===== src/rtl/alu_pkg.sv =====
// Shared ALU encodings, MIPS opcode/funct codes and decode selector types.
// Latency: n/a (definitions only).
// Backpressure: n/a.
package alu_pkg;

  // 4-bit alu_control encoding consumed by the execute-stage ALU
  localparam logic [3:0] ALU_AND  = 4'b0000;
  localparam logic [3:0] ALU_OR   = 4'b0001;
  localparam logic [3:0] ALU_ADD  = 4'b0010;
  localparam logic [3:0] ALU_XOR  = 4'b0100;
  localparam logic [3:0] ALU_MULT = 4'b0101;
  localparam logic [3:0] ALU_SUB  = 4'b0110;
  localparam logic [3:0] ALU_SLT  = 4'b0111;
  localparam logic [3:0] ALU_SLL  = 4'b1000;
  localparam logic [3:0] ALU_SRL  = 4'b1001;
  localparam logic [3:0] ALU_SRA  = 4'b1010;
  localparam logic [3:0] ALU_DIV  = 4'b1011;
  localparam logic [3:0] ALU_NOR  = 4'b1100;

  // Primary opcodes, instr[31:26]
  localparam logic [5:0] OP_RTYPE = 6'b000000;
  localparam logic [5:0] OP_ADDI  = 6'b001000;
  localparam logic [5:0] OP_ANDI  = 6'b001100;
  localparam logic [5:0] OP_ORI   = 6'b001101;
  localparam logic [5:0] OP_XORI  = 6'b001110;
  localparam logic [5:0] OP_SLTI  = 6'b001010;
  localparam logic [5:0] OP_LW    = 6'b100011;
  localparam logic [5:0] OP_SW    = 6'b101011;
  localparam logic [5:0] OP_BEQ   = 6'b000100;

  // R-type function codes, instr[5:0]
  localparam logic [5:0] FN_ADD  = 6'b100000;
  localparam logic [5:0] FN_SUB  = 6'b100010;
  localparam logic [5:0] FN_AND  = 6'b100100;
  localparam logic [5:0] FN_OR   = 6'b100101;
  localparam logic [5:0] FN_XOR  = 6'b100110;
  localparam logic [5:0] FN_NOR  = 6'b100111;
  localparam logic [5:0] FN_SLT  = 6'b101010;
  localparam logic [5:0] FN_SLL  = 6'b000000;
  localparam logic [5:0] FN_SRL  = 6'b000010;
  localparam logic [5:0] FN_SRA  = 6'b000011;
  localparam logic [5:0] FN_MULT = 6'b011000;
  localparam logic [5:0] FN_DIV  = 6'b011010;

  // Which instruction field names the destination register
  typedef enum logic [1:0] {
    WR_NONE = 2'd0,
    WR_RD   = 2'd1,
    WR_RT   = 2'd2
  } wr_sel_e;

endpackage


===== src/rtl/alu_op_decoder.sv =====
// Purely combinational MIPS opcode/funct -> ALU control, flags and operand selects.
// Latency: 0 cycles.
// Backpressure: none; output follows input.
module alu_op_decoder
  import alu_pkg::*;
(
  input  logic [5:0] op_i,
  input  logic [5:0] funct_i,
  output logic [3:0] alu_ctrl_o,
  output logic       reg_write_o,
  output logic       mem_read_o,
  output logic       mem_write_o,
  output logic       branch_o,
  output logic       illegal_o,
  output logic       imm_zext_o,   // 1: zero-extend immediate, 0: sign-extend
  output logic       a_sel_rt_o,   // 1: operand a from rt (shifts), 0: from rs
  output logic       b_sel_imm_o,  // 1: operand b is the immediate, 0: from rt
  output logic       rt_used_o,    // rt is a true source (load-use check)
  output logic [1:0] wr_sel_o
);

  wr_sel_e wr_sel;

  assign wr_sel_o = wr_sel;

  // Decode table; anything not matched falls to illegal with every flag clear
  always_comb begin
    alu_ctrl_o  = ALU_AND;
    reg_write_o = 1'b0;
    mem_read_o  = 1'b0;
    mem_write_o = 1'b0;
    branch_o    = 1'b0;
    illegal_o   = 1'b0;
    imm_zext_o  = 1'b0;
    a_sel_rt_o  = 1'b0;
    b_sel_imm_o = 1'b1;
    rt_used_o   = 1'b0;
    wr_sel      = WR_NONE;
    case (op_i)
      OP_RTYPE: begin
        // rt is read by every R-type encoding, legal or not
        rt_used_o   = 1'b1;
        reg_write_o = 1'b1;
        wr_sel      = WR_RD;
        b_sel_imm_o = 1'b0;
        case (funct_i)
          FN_ADD:  alu_ctrl_o = ALU_ADD;
          FN_SUB:  alu_ctrl_o = ALU_SUB;
          FN_AND:  alu_ctrl_o = ALU_AND;
          FN_OR:   alu_ctrl_o = ALU_OR;
          FN_XOR:  alu_ctrl_o = ALU_XOR;
          FN_NOR:  alu_ctrl_o = ALU_NOR;
          FN_SLT:  alu_ctrl_o = ALU_SLT;
          FN_MULT: alu_ctrl_o = ALU_MULT;
          FN_DIV:  alu_ctrl_o = ALU_DIV;
          // Shifts take the value from rt and the shamt through imm[10:6]
          FN_SLL: begin alu_ctrl_o = ALU_SLL; a_sel_rt_o = 1'b1; b_sel_imm_o = 1'b1; end
          FN_SRL: begin alu_ctrl_o = ALU_SRL; a_sel_rt_o = 1'b1; b_sel_imm_o = 1'b1; end
          FN_SRA: begin alu_ctrl_o = ALU_SRA; a_sel_rt_o = 1'b1; b_sel_imm_o = 1'b1; end
          default: begin
            illegal_o   = 1'b1;
            reg_write_o = 1'b0;
            wr_sel      = WR_NONE;
          end
        endcase
      end
      OP_ADDI: begin alu_ctrl_o = ALU_ADD; reg_write_o = 1'b1; wr_sel = WR_RT; end
      OP_SLTI: begin alu_ctrl_o = ALU_SLT; reg_write_o = 1'b1; wr_sel = WR_RT; end
      OP_ANDI: begin
        alu_ctrl_o = ALU_AND; reg_write_o = 1'b1; wr_sel = WR_RT; imm_zext_o = 1'b1;
      end
      OP_ORI: begin
        alu_ctrl_o = ALU_OR; reg_write_o = 1'b1; wr_sel = WR_RT; imm_zext_o = 1'b1;
      end
      OP_XORI: begin
        alu_ctrl_o = ALU_XOR; reg_write_o = 1'b1; wr_sel = WR_RT; imm_zext_o = 1'b1;
      end
      OP_LW: begin
        alu_ctrl_o = ALU_ADD; reg_write_o = 1'b1; mem_read_o = 1'b1; wr_sel = WR_RT;
      end
      // Stores and branches read rt but write nothing
      OP_SW: begin alu_ctrl_o = ALU_ADD; mem_write_o = 1'b1; rt_used_o = 1'b1; end
      OP_BEQ: begin alu_ctrl_o = ALU_SUB; branch_o = 1'b1; rt_used_o = 1'b1; end
      default: illegal_o = 1'b1;
    endcase
  end

endmodule


===== src/rtl/alu_issue_stage.sv =====
// ID->EX issue: decode, forward EX/MEM results, detect load-use, register into ID/EX.
// Latency: 1 cycle from ID inputs to ex_* outputs.
// Backpressure: stall freezes ID/EX; hazard_stall asks upstream to hold IF/ID and inserts a bubble.
module alu_issue_stage
  import alu_pkg::*;
#(
  parameter int FWD_EN = 1,
  parameter int XLEN   = 32
) (
  input  logic            clk,
  input  logic            rst_n,
  input  logic            in_valid,
  input  logic [31:0]     instr,
  input  logic [XLEN-1:0] rs_data,
  input  logic [XLEN-1:0] rt_data,
  input  logic            stall,
  input  logic            flush,
  input  logic [XLEN-1:0] ex_alu_result,
  input  logic            mem_wr_en,
  input  logic [4:0]      mem_wr_reg,
  input  logic [XLEN-1:0] mem_wr_data,
  output logic            hazard_stall,
  output logic            ex_valid,
  output logic [3:0]      ex_alu_control,
  output logic [XLEN-1:0] ex_a,
  output logic [XLEN-1:0] ex_b,
  output logic [XLEN-1:0] ex_rt_data,
  output logic [4:0]      ex_wr_reg,
  output logic            ex_reg_write,
  output logic            ex_mem_read,
  output logic            ex_mem_write,
  output logic            ex_branch,
  output logic            ex_illegal
);

  logic [4:0] rs, rt, rd;
  assign rs = instr[25:21];
  assign rt = instr[20:16];
  assign rd = instr[15:11];

  logic [3:0] dec_ctrl;
  logic       dec_reg_write, dec_mem_read, dec_mem_write, dec_branch, dec_illegal;
  logic       dec_imm_zext, dec_a_sel_rt, dec_b_sel_imm, dec_rt_used;
  logic [1:0] dec_wr_sel;

  alu_op_decoder u_dec (
    .op_i        (instr[31:26]),
    .funct_i     (instr[5:0]),
    .alu_ctrl_o  (dec_ctrl),
    .reg_write_o (dec_reg_write),
    .mem_read_o  (dec_mem_read),
    .mem_write_o (dec_mem_write),
    .branch_o    (dec_branch),
    .illegal_o   (dec_illegal),
    .imm_zext_o  (dec_imm_zext),
    .a_sel_rt_o  (dec_a_sel_rt),
    .b_sel_imm_o (dec_b_sel_imm),
    .rt_used_o   (dec_rt_used),
    .wr_sel_o    (dec_wr_sel)
  );

  // ID/EX pipeline register state
  logic            ex_valid_q, ex_valid_d;
  logic [3:0]      ex_ctrl_q, ex_ctrl_d;
  logic [XLEN-1:0] ex_a_q, ex_a_d;
  logic [XLEN-1:0] ex_b_q, ex_b_d;
  logic [XLEN-1:0] ex_rt_q, ex_rt_d;
  logic [4:0]      ex_wr_q, ex_wr_d;
  logic            ex_rw_q, ex_rw_d;
  logic            ex_mr_q, ex_mr_d;
  logic            ex_mw_q, ex_mw_d;
  logic            ex_br_q, ex_br_d;
  logic            ex_ill_q, ex_ill_d;

  // An EX-stage load has no result yet, so it is never a forwarding source
  logic ex_fwd_ok;
  assign ex_fwd_ok = (FWD_EN != 0) && ex_valid_q && ex_rw_q && !ex_mr_q;

  logic [XLEN-1:0] fwd_rs, fwd_rt;

  // Operand forwarding: r0 is hardwired zero, EX result beats MEM writeback
  always_comb begin
    fwd_rs = rs_data;
    fwd_rt = rt_data;
    if (rs == 5'd0)                                      fwd_rs = '0;
    else if (ex_fwd_ok && ex_wr_q == rs)                 fwd_rs = ex_alu_result;
    else if (FWD_EN != 0 && mem_wr_en && mem_wr_reg == rs) fwd_rs = mem_wr_data;
    if (rt == 5'd0)                                      fwd_rt = '0;
    else if (ex_fwd_ok && ex_wr_q == rt)                 fwd_rt = ex_alu_result;
    else if (FWD_EN != 0 && mem_wr_en && mem_wr_reg == rt) fwd_rt = mem_wr_data;
  end

  logic [XLEN-1:0] imm;
  assign imm = dec_imm_zext ? {{(XLEN-16){1'b0}}, instr[15:0]}
                            : {{(XLEN-16){instr[15]}}, instr[15:0]};

  logic [4:0] wr_reg;

  // Destination register selection
  always_comb begin
    case (dec_wr_sel)
      WR_RD:   wr_reg = rd;
      WR_RT:   wr_reg = rt;
      default: wr_reg = 5'd0;
    endcase
  end

  // Load-use: the EX load's destination is a source this instruction really reads
  assign hazard_stall = in_valid && ex_valid_q && ex_mr_q && (ex_wr_q != 5'd0) &&
                        ((ex_wr_q == rs) || (dec_rt_used && ex_wr_q == rt));

  // ID/EX next state: stall holds, flush/hazard/no-input bubble, else capture
  always_comb begin
    ex_valid_d = ex_valid_q;
    ex_ctrl_d  = ex_ctrl_q;
    ex_a_d     = ex_a_q;
    ex_b_d     = ex_b_q;
    ex_rt_d    = ex_rt_q;
    ex_wr_d    = ex_wr_q;
    ex_rw_d    = ex_rw_q;
    ex_mr_d    = ex_mr_q;
    ex_mw_d    = ex_mw_q;
    ex_br_d    = ex_br_q;
    ex_ill_d   = ex_ill_q;
    if (!stall) begin
      if (flush || hazard_stall || !in_valid) begin
        ex_valid_d = 1'b0;
        ex_rw_d    = 1'b0;
        ex_mr_d    = 1'b0;
        ex_mw_d    = 1'b0;
        ex_br_d    = 1'b0;
        ex_ill_d   = 1'b0;
      end else begin
        ex_valid_d = 1'b1;
        ex_ctrl_d  = dec_ctrl;
        ex_a_d     = dec_a_sel_rt ? fwd_rt : fwd_rs;
        ex_b_d     = dec_b_sel_imm ? imm : fwd_rt;
        ex_rt_d    = fwd_rt;
        ex_wr_d    = wr_reg;
        ex_rw_d    = dec_reg_write;
        ex_mr_d    = dec_mem_read;
        ex_mw_d    = dec_mem_write;
        ex_br_d    = dec_branch;
        ex_ill_d   = dec_illegal;
      end
    end
  end

  // ID/EX register with synchronous active-low reset
  always_ff @(posedge clk) begin
    if (!rst_n) begin
      ex_valid_q <= 1'b0;
      ex_ctrl_q  <= '0;
      ex_a_q     <= '0;
      ex_b_q     <= '0;
      ex_rt_q    <= '0;
      ex_wr_q    <= '0;
      ex_rw_q    <= 1'b0;
      ex_mr_q    <= 1'b0;
      ex_mw_q    <= 1'b0;
      ex_br_q    <= 1'b0;
      ex_ill_q   <= 1'b0;
    end else begin
      ex_valid_q <= ex_valid_d;
      ex_ctrl_q  <= ex_ctrl_d;
      ex_a_q     <= ex_a_d;
      ex_b_q     <= ex_b_d;
      ex_rt_q    <= ex_rt_d;
      ex_wr_q    <= ex_wr_d;
      ex_rw_q    <= ex_rw_d;
      ex_mr_q    <= ex_mr_d;
      ex_mw_q    <= ex_mw_d;
      ex_br_q    <= ex_br_d;
      ex_ill_q   <= ex_ill_d;
    end
  end

  assign ex_valid       = ex_valid_q;
  assign ex_alu_control = ex_ctrl_q;
  assign ex_a           = ex_a_q;
  assign ex_b           = ex_b_q;
  assign ex_rt_data     = ex_rt_q;
  assign ex_wr_reg      = ex_wr_q;
  assign ex_reg_write   = ex_rw_q;
  assign ex_mem_read    = ex_mr_q;
  assign ex_mem_write   = ex_mw_q;
  assign ex_branch      = ex_br_q;
  assign ex_illegal     = ex_ill_q;

endmodule


===== config.mk =====
export PLATFORM = sky130hd
export DESIGN_NAME = alu_issue_stage
export DESIGN_NICKNAME = d
export VERILOG_FILES = /design/src/rtl/alu_pkg.sv /design/src/rtl/alu_op_decoder.sv /design/src/rtl/alu_issue_stage.sv
export SDC_FILE = /design/constraint.sdc
export NUM_CORES = 1
export LEC_CHECK = 0
export ABC_AREA = 0
export ABC_CLOCK_PERIOD_IN_PS = 2100
export BUFFER_PORTS_ARGS = -buffer_cell sky130_fd_sc_hd__buf_4
export CAP_MARGIN = 10
export CORE_ASPECT_RATIO = 0.7
export CORE_MARGIN = 5
export CORE_UTILIZATION = 28
export CTS_CLUSTER_SIZE = 40
export DETAILED_ROUTE_END_ITERATION = 8
export PLACE_DENSITY = 0.59
export SETUP_SLACK_MARGIN = 0.05
export SYNTH_ARGS = -nofsm -noshare
export SYNTH_HDL_FRONTEND = slang
export SYNTH_SLANG_ARGS = --single-unit
export TNS_END_PERCENT = 10

===== constraint.sdc =====
create_clock -name clk -period 2.1 [get_ports clk]
set_input_delay 0.105 -clock clk [delete_from_list [all_inputs] [get_ports clk]]
set_output_delay 0.105 -clock clk [all_outputs]
set_load 0.01 [all_outputs]

==> results of run 1 <==
## cells in the mapped netlist, types with 4 or more instances
master,instances
xor2_1,8
dfxtp_1,111
buf_1,6
nor2b_1,5
a31oi_1,65
or4_1,4
buf_4,6
or3_1,8
nand4_1,18
o211ai_1,14
xnor2_1,12
a211o_1,33
buf_2,24
a22oi_1,7
a221oi_1,11
o21ai_1,6
inv_1,5
a21boi_1,9
nand3_1,90
nand2_1,67
nor4_1,29
nor2_1,55
a32o_1,16
clkbuf_1,60
a21oi_1,7
mux2i_1,34
o21ai_0,92
## through the flow
step                power (mW)  instances
global placement          3.44       1435
floorplan                 2.75        856
global route              5.52       1467
detailed placement        3.45       1435
finish                    5.31       1467
CTS                       5.33       1465
## critical path: stages, from the launching register on
cell	delay, ns
dfxtp_2	0.34
or4_4	0.57
o21a_2	0.26
a31oi_4	0.21
buf_12	0.15
buf_12	0.14
clkbuf_16	0.16
o21ai_1	0.06
a31oi_1	0.18
## final timing paths
path         slack, ns  depth (start not counted)                 to              start
max              -0.07                          8           ex_a[11]       ex_wr_reg[1]
max reg2reg      -0.07                          8           ex_a[11]       ex_wr_reg[1]
min reg2reg       0.46                          2  ex_alu_control[3]  ex_alu_control[3]
min              0.009                          3            ex_b[7]           instr[7]
## where the power goes
part | internal, mW | leakage (nW) | switching, mW
Sequential | 2.19 | 0.906 | 0.0528
Combinational | 0.619 | 3.28 | 0.628
Clock | 0.910 | 0.153 | 0.914
## per-layer routing
metal / track usage / up-vias / routed length [um]
li1: - / 3839 / -
met1: 0.312 / 3919 / 14000
met2: 0.362 / 457 / 14900
met3: 0.0743 / 55 / 3460
met4: 0.0692 / 0 / 855
met5: 0 / - / 0
## cells by family (layout without fill, tap and decap cells)
kind of cell             Yosys count  after routing  synth area share
adder cells (fa/ha/maj)            2              2           0.00376
buffers and inverters            102            394            0.0665
AO/OA/AOI/OAI                    280            280             0.281
multiplexers                      34             34            0.0511
XOR/XNOR                          20             20            0.0263
AND/OR/NAND/NOR                  307            308             0.238
flip-flops                       111            111             0.334
## final cells by class
class,count,area share
Multi-Input combinational cell,644,0.410
Timing Repair Buffer,373,0.307
Sequential cell,111,0.214
Tap cell,318,0.0382
Clock buffer,11,0.0243
Clock inverter,5,0.00541
Inverter,5,0.00180
## repair_timing
| action | 4_1_cts | 5_1_grt |
|---|---|---|
| endpoints found under the hold margin | 2 | 0 |
| cloned | 7 | 1 |
| setup endpoints to repair | 111 | 108 |
| pin swaps | 9 | 6 |
| setup buffers | 5 | 1 |
| hold buffers | 2 | 0 |
| resized for setup | 37 | 31 |
==> out/metrics.yaml, run 1 <==
grt_first_pass_wirelength_mm: 50.0
hp-class: "input port to flop"
worst_pin_slew_ns: 0.573
start_kind: "flop"
slew_viol_final: 0
fin_crit_ns: 2.17
totalWireLength_mm: 33.3
cap_violations: 0
cts_sinks: 111
avgSynthCellArea_sq_um: 7.78
clock.fmax_mhz: 461
first_pass_iters: 5
yosysSeqAreaShare: 0.334
initial_utilization: 0.283
rsz0062_at_grt: "true"
cp-end-kind: "flop"
root_buffer: "clkbuf_16"
rows: 47
antenna_left: 0
grt_use_total: 0.233
die-area_sq_mm: 0.0270
antenna_found_initial: 0
netlist_area_sq_mm: 0.00666
grt-ovfl-total: 0
vias: 8270
cp_max_fo: 6
antenna_cells: 0
fin_util: 0.443
dp_slack_ns: -0.221
hold_viol_final: 0
io_pins: 283
clk_pin_slew_ns: 0.08
synth-main-ff-cell: "dfxtp_1"
async_flop_share: 0
power.density_cell_area_mw_per_mm2: 510
routedWlPerCell_um: 22.7
cts-buffers-inserted: 9
cts_buffer_depth: 2
timing.setup.tns_ns: -0.376
synth_top_area_share: 0.334
setup_ws_ns: -0.0680
period_share: 1.03
slew_headroom: 0.617
io_buffers: 282
grt_pass1_vias: 8119
postSynthCellCount: 856
drc: 0
nets: 1317
status: "finished, violations left"
violations: "negative setup slack"
yosysTopAreaCell: "dfxtp_1"
cts_max_level: 3
multi_input_area_sq_mm: 0.00426
synth_edf_count: 0
finClkSkew_ns: 0.0103
drive_gt1_frac: 0.380
first_iter_violations: 633
ir_drop_uv: 366
synth_cell_type_count: 61
yosys-top-cells-area: "dfxtp_1 (33%), o21ai_0 (6.9%), nand3_1 (6.8%)"
regArea_sq_mm: 0.00223
die-height_um: 139
crit_type: "flop to flop"
yosys_warnings: 0
core_sq_mm: 0.0235
fill_cells: 2399
layout_common_cells: "buf_4 (342), dfxtp_1 (106), nand3_1 (87)"
cts_tree: "done"
critical_path_required_ns: 2.38
syn-num-nets: 1029
ys_seq_elements: 111
insertion_delay_ns: 0.36
cp.arrival_ns: 2.45
gp_congestion: 0.889
fin_worst_hold_slack_ns: 0.00853
chipWidth_um: 194
areaGrowthSynthToFinish_pct: 56.2
p_leak_nw: 4.34
place_hpwl_mm: 23.1
setup_violations: 16
final_common_cell: "buf_4"
placed_area_sq_mm: 0.00956
final_cell_area_sq_mm: 0.0104
grt_max_degree: 54
vias_per_cell: 5.64
No activity file was read; power rests on OpenSTA's default activity.
==> inputs of run 2 (changes only) <==
--- a/config.mk
+++ b/config.mk
@@ -6,7 +6,7 @@
 export NUM_CORES = 1
 export LEC_CHECK = 0
 export ABC_AREA = 0
-export ABC_CLOCK_PERIOD_IN_PS = 2100
+export ABC_CLOCK_PERIOD_IN_PS = 1950
 export BUFFER_PORTS_ARGS = -buffer_cell sky130_fd_sc_hd__buf_4
 export CAP_MARGIN = 10
 export CORE_ASPECT_RATIO = 0.7
==> constraint.sdc (replaced) <==
create_clock -name clk -period 1.95 [get_ports clk]
set_input_delay 0.0975 -clock clk [delete_from_list [all_inputs] [get_ports clk]]
set_output_delay 0.0975 -clock clk [all_outputs]
set_load 0.01 [all_outputs]
==> run 2 against run 1 <==
Net effect:
- the flow still finishes with violations (negative setup slack)
- largest cell class unchanged
- clock skew increased by 0.0022 ns
- hold slack about the same
- count of clock-buffer cells in the layout unchanged
- power is 7.6% higher
- utilization is 2.0 points higher
- global-route usage up 0.17 points
- combinational power is 14% higher
- clock power grew 3%
- setup slack lost 0.14 ns
- cell area increased by 4.5%
- first-iteration DRC count grew 47%
==> out/metrics.yaml, run 2 (synthesized netlist as in run 1, its figures left out) <==
status: "finished, violations left"  # unchanged
violations: "negative setup slack"  # unchanged
start_kind: "flop"  # unchanged
crit_type: "flop to output port"  # was flop to flop
gp_congestion: 0.856  # was 0.889
antenna_left: 0  # unchanged
max_stage_delay_ns: 0.42  # was 0.57 ns
chipWidth_um: 194  # unchanged
cp_top_family: "buffers and inverters"  # was compound AO/OA/AOI/OAI gates
rsz0062_at_grt: "true"  # unchanged
rows: 47  # unchanged
grt_use_total: 0.235  # was 0.233
slew_headroom: 0.653  # was 0.617
nets: 1358  # was 1317
crit_top_cell: "buf_4"  # was buf_12
cts_sinks: 111  # unchanged
ir_drop_uv: 432  # was 366 uV
final_common_cell: "buf_4"  # unchanged
root_buffer: "clkbuf_16"  # unchanged
grt-ovfl-total: 0  # unchanged
grt_pass1_vias: 8257  # was 8119
areaGrowthSynthToFinish_pct: 63.2  # was 56.2%
cp.arrival_ns: 2.07  # was 2.45 ns
hp-class: "input port to flop"  # unchanged
io_buffers: 282  # unchanged
cp-end-kind: "output port"  # was flop
setup_violations: 110  # was 16
slew_viol_final: 0  # unchanged
cp_max_fo: 2  # was 6
initial_utilization: 0.283  # unchanged
regArea_sq_mm: 0.00223  # about the same
finalPower_mw: 5.71  # was 5.31 mW
fin_util: 0.462  # was 0.443
p_leak_nw: 4.59  # was 4.34 nW
first_pass_iters: 8  # was 5
cts_tree: "done"  # unchanged
io_pins: 283  # unchanged
cts-buffers-inserted: 9  # unchanged
hold_viol_final: 0  # unchanged
setup_ws_ns: -0.213  # was -0.0680 ns
finClkSkew_ns: 0.0125  # was 0.0103 ns
period_share: 1.11
grt_first_pass_wirelength_mm: 50.8  # was 50.0 mm
grt_max_degree: 62  # was 54
fin_crit_ns: 2.16
die-height_um: 139  # unchanged
cap_violations: 0  # unchanged
multi_input_area_sq_mm: 0.00441  # was 0.00426 sq mm
crit_chain: "buf_4, and3_1, o21ai_4, buf_4, buf_4, o31ai_1, buf_4"  # was or4_4, o21a_2, a31oi_4, buf_12, buf_12, clkbuf_16, o21ai_1, a31oi_1
clk_pin_slew_ns: 0.08  # about the same
first_iter_violations: 932  # was 633
insertion_delay_ns: 0.35  # was 0.36 ns
place_hpwl_mm: 23.9  # was 23.1 mm
crit_path_top_delay_cell: "o31ai_1"  # was or4_4
fill_cells: 2345  # was 2399
antenna_found_initial: 1  # was 0
drive_gt1_frac: 0.410  # was 0.380
critPathBufInv: 4  # was 3
totalWireLength_mm: 33.8  # was 33.3 mm
routedWlPerCell_um: 22.4  # was 22.7 um
drc: 0  # unchanged
cts_buffer_depth: 2  # unchanged
clock.fmax_mhz: 462
die-area_sq_mm: 0.0270  # unchanged
critical_path_required_ns: 1.85  # was 2.38 ns
vias: 8474  # was 8270
power.density_cell_area_mw_per_mm2: 525  # was 510 mW/mm^2
layout_common_cells: "buf_4 (374), dfxtp_1 (107), nand3_1 (85)"  # was buf_4 (342), dfxtp_1 (106), nand3_1 (87)
cts_max_level: 3  # unchanged
core_sq_mm: 0.0235  # unchanged
vias_per_cell: 5.62  # was 5.64
worst_pin_slew_ns: 0.519  # was 0.573 ns
## run 2: metal layers
| layer | up-vias | routed length (um) | track usage |
|---|---|---|---|
| li1 | 3921 | - | - |
| met1 | 4102 | 15100 | 0.333 |
| met2 | 413 | 15300 | 0.366 |
| met3 | 38 | 2950 | 0.0619 |
| met4 | 0 | 541 | 0.0403 |
| met5 | - | 0 | 0 |
## run 2: final timing paths
path / start / endpoint / slack, ns / cells past startpoint
min reg2reg: ex_rt_data[9] / ex_rt_data[9] / 0.46 / 2
max reg2reg: ex_wr_reg[3] / ex_illegal / -0.21 / 9
max: ex_valid / hazard_stall / -0.21 / 7
min: instr[14] / ex_b[14] / 0.008 / 3
## run 2: power breakdown
part / internal [mW] / total, mW / switching, mW
Combinational: 0.723 / 1.43 / 0.711
Sequential: 2.35 / 2.41 / 0.0558
Clock: 0.903 / 1.87 / 0.967
Total: 3.98 / 5.71 / 1.73
## run 2: per-stage QoR
| stage | setup TNS [ns] | hold slack, ns | instance area (sq um) | worst slack (ns) | instances |
|---|---|---|---|---|---|
| after floorplan | -0.921 | 0.232 | 6760 | -0.0395 | 856 |
| after global placement | -16.38 | 0.346 | 10000 | -0.269 | 1472 |
| final | -15.33 | 0.00807 | 10900 | -0.213 | 1509 |
| after detailed placement | -19.68 | 0.352 | 10000 | -0.323 | 1472 |
| after global routing | -21.42 | 0.00712 | 10900 | -0.267 | 1508 |
| after CTS | -11.36 | 0.000877 | 10600 | -0.155 | 1502 |
## run 2: tightest hold or removal path, cell delays in order
cell,delay (ns)
buf_4,0.10
a221oi_2,0.05
nor2_1,0.08
## run 2: what timing repair did
item,4_1_cts,5_1_grt
setup buffers,5,3
cloned,4,3
hold endpoints to repair,5,0
hold buffers,5,0
gates resized for setup,21,48
pin swaps,19,12
endpoints found under the setup margin,112,112
## run 2: cell type report
cell class | instances | share of cell area
flip-flops and latches | 111 | 0.205
clock inverters | 5 | 0.00472
well taps | 318 | 0.0366
multi-input cells | 645 | 0.406
repair buffers | 413 | 0.324
diodes | 1 | 0.000230
clock buffers | 11 | 0.0214
inverters | 5 | 0.00173
==> inputs of run 3 (changes only) <==
--- a/config.mk
+++ b/config.mk
@@ -14,7 +14,10 @@
 export CORE_UTILIZATION = 28
 export CTS_CLUSTER_SIZE = 40
 export DETAILED_ROUTE_END_ITERATION = 8
+export GPL_ROUTABILITY_DRIVEN = 0
+export HOLD_SLACK_MARGIN = 0.1
 export PLACE_DENSITY = 0.59
+export RECOVER_POWER = 50
 export SETUP_SLACK_MARGIN = 0.05
 export SYNTH_ARGS = -nofsm -noshare
 export SYNTH_HDL_FRONTEND = slang
==> run 3 against run 2 <==
Net effect:
- die area is the same
- first-iteration DRC count shrank 2.3%
- flip-flop and latch count is the same
- combinational power is essentially flat
- sequential share of layout area grew 0.32 points
- critical path depth is the same
- count of clock-buffer cells in the layout is the same
- via count grew 0.84%
- setup slack lost 0.0023 ns
- the flow still finishes with violations (negative setup slack)
- final cell count grew 0.66%
- routed wire length grew 0.52%
==> out/metrics.yaml, run 3 (synthesized netlist as in run 1, its figures left out) <==
crit_type: "flop to output port"  # unchanged
period_share: 1.11  # about the same
vias: 8545  # was 8474
chipWidth_um: 194  # unchanged
critPathBufInv: 4  # unchanged
vias_per_cell: 5.63  # was 5.62
cp_max_fo: 2  # unchanged
dp_slack_ns: -0.323  # unchanged
critical_path_required_ns: 1.85  # about the same
antenna_found_initial: 1  # unchanged
final_common_cell: "buf_4"  # unchanged
cts_tree: "done"  # unchanged
worst_pin_slew_ns: 0.514  # was 0.519 ns
layout_common_cells: "buf_4 (318), dfxtp_1 (107), nand3_1 (86)"  # was buf_4 (374), dfxtp_1 (107), nand3_1 (85)
cts_sinks: 111  # unchanged
setup_violations: 111  # was 110
crit_chain: "buf_4, and3_1, o21ai_4, buf_4, buf_4, o31ai_1, buf_4"  # unchanged
r2r_slack_ns: -0.21  # about the same
first_pass_iters: 9  # was 8
power.density_cell_area_mw_per_mm2: 531  # was 525 mW/mm^2
rows: 47  # unchanged
drc: 0  # unchanged
grt-ovfl-total: 0  # unchanged
slew_viol_final: 0  # unchanged
routedWlPerCell_um: 22.4  # about the same
core_sq_mm: 0.0235  # unchanged
cts_max_level: 3  # unchanged
cp_top_family: "buffers and inverters"  # unchanged
cts-buffers-inserted: 9  # unchanged
cp.arrival_ns: 2.07  # about the same
insertion_delay_ns: 0.35  # about the same
crit_top_cell: "buf_4"  # unchanged
cp-end-kind: "output port"  # unchanged
violations: "negative setup slack"  # unchanged
io_buffers: 282  # unchanged
start_kind: "flop"  # unchanged
p_leak_nw: 4.38  # was 4.59 nW
grt_max_degree: 62  # unchanged
die-area_sq_mm: 0.0270  # unchanged
nets: 1368  # was 1358
timing.setup.tns_ns: -15.12  # was -15.33 ns
rsz0062_at_grt: "true"  # unchanged
antenna_left: 0  # unchanged
finClkSkew_ns: 0.0106  # was 0.0125 ns
dp.cells: 1472  # unchanged
initial_utilization: 0.283  # unchanged
fin_crit_ns: 2.16  # about the same
crit_path_top_delay_cell: "o31ai_1"  # unchanged
areaGrowthSynthToFinish_pct: 60.7  # was 63.2%
clk_pin_slew_ns: 0.08  # about the same
hold_viol_final: 0  # unchanged
root_buffer: "clkbuf_16"  # unchanged
ir_drop_uv: 433  # was 432 uV
die-height_um: 139  # unchanged
cap_violations: 0  # unchanged
fill_cells: 2396  # was 2345
place_hpwl_mm: 23.9  # unchanged
drive_gt1_frac: 0.356  # was 0.410
slew_headroom: 0.656  # was 0.653
setup_ws_ns: -0.215  # was -0.213 ns
fin_util: 0.455  # was 0.462
grt_first_pass_wirelength_mm: 51.1  # was 50.8 mm
clock.fmax_mhz: 462  # about the same
totalWireLength_mm: 34.0  # was 33.8 mm
fin_cells: 1519  # was 1509
max_stage_delay_ns: 0.42  # about the same
first_iter_violations: 911  # was 932
grt_use_total: 0.236  # was 0.235
hp-class: "input port to flop"  # unchanged
status: "finished, violations left"  # unchanged
grt_pass1_vias: 8323  # was 8257
cts_buffer_depth: 2  # unchanged
io_pins: 283  # unchanged
==> run 3: cell types whose count changed in the layout (fill, tap and decap cells not counted), moves of 3 or more <==
| cell | previous run | this run |
|---|---|---|
| a221oi_4 | 3 | 0 |
| clkbuf_1 | 2 | 58 |
| o21ai_1 | 15 | 12 |
| dlygate4sd3_1 | 5 | 15 |
| o21ai_0 | 79 | 83 |
| buf_4 | 374 | 318 |
| a221oi_2 | 8 | 11 |
==> run 3: path summary, 6_finish.rpt <==
kind	start	end	depth (start not counted)
worst max-delay path	ex_valid	hazard_stall	7
worst min-delay path	instr[31]	ex_alu_control[2]	4
worst max register to register	ex_wr_reg[3]	ex_illegal	9
worst min register to register	ex_rt_data[9]	ex_rt_data[9]	2
==> run 3: what timing repair did <==
action	in CTS	in global routing
hold buffers	15	0
setup endpoints to repair	112	112
buffers inserted	5	3
endpoints found under the hold margin	16	0
resized for setup	21	36
pin swaps	19	8
gates cloned	4	3
==> run 3: worst register-to-register path: stages (launching register included) <==
cell     delay (ns)
dfxtp_4        0.37
buf_6          0.12
or4_4          0.46
o21ai_4        0.18
o31ai_4        0.10
a31oi_4        0.20
buf_12         0.17
nand2_4        0.09
buf_4          0.17
o31ai_2        0.22
==> run 3: report_power, final <==
group	switching (mW)	internal, mW	leakage [nW]
Clock	0.976	0.903	0.138
Combinational	0.710	0.694	3.34
Sequential	0.0551	2.35	0.907
==> run 3: per-layer routing <==
metal	track usage	wire [um]	vias up
met1	0.333	15300	4108
li1	-	-	3936
met5	0	0	-
met2	0.368	15000	453
met3	0.0634	2980	48
met4	0.0433	701	0
==> run 3: through the flow <==
step	instance area (sq um)	total power, mW	hold WS (ns)
finish	10700	5.69	0.127
global route	10700	5.94	0.151
CTS	10700	5.72	0.106
floorplan	6760	2.97	0.232
global placement	10000	3.79	0.346
detailed placement	10000	3.79	0.352
==> run 3: layout make-up <==
cell class              instances  area (sq um)  share of cell area
inverters                       5          18.8             0.00175
well taps                     318           398              0.0372
clock buffers                  11           233              0.0217
multi-input cells             645          4360               0.407
flip-flops and latches        111          2230               0.208
clock inverters                 5          51.3             0.00479
diodes                          1          2.50            0.000234
repair buffers                423          3410               0.319
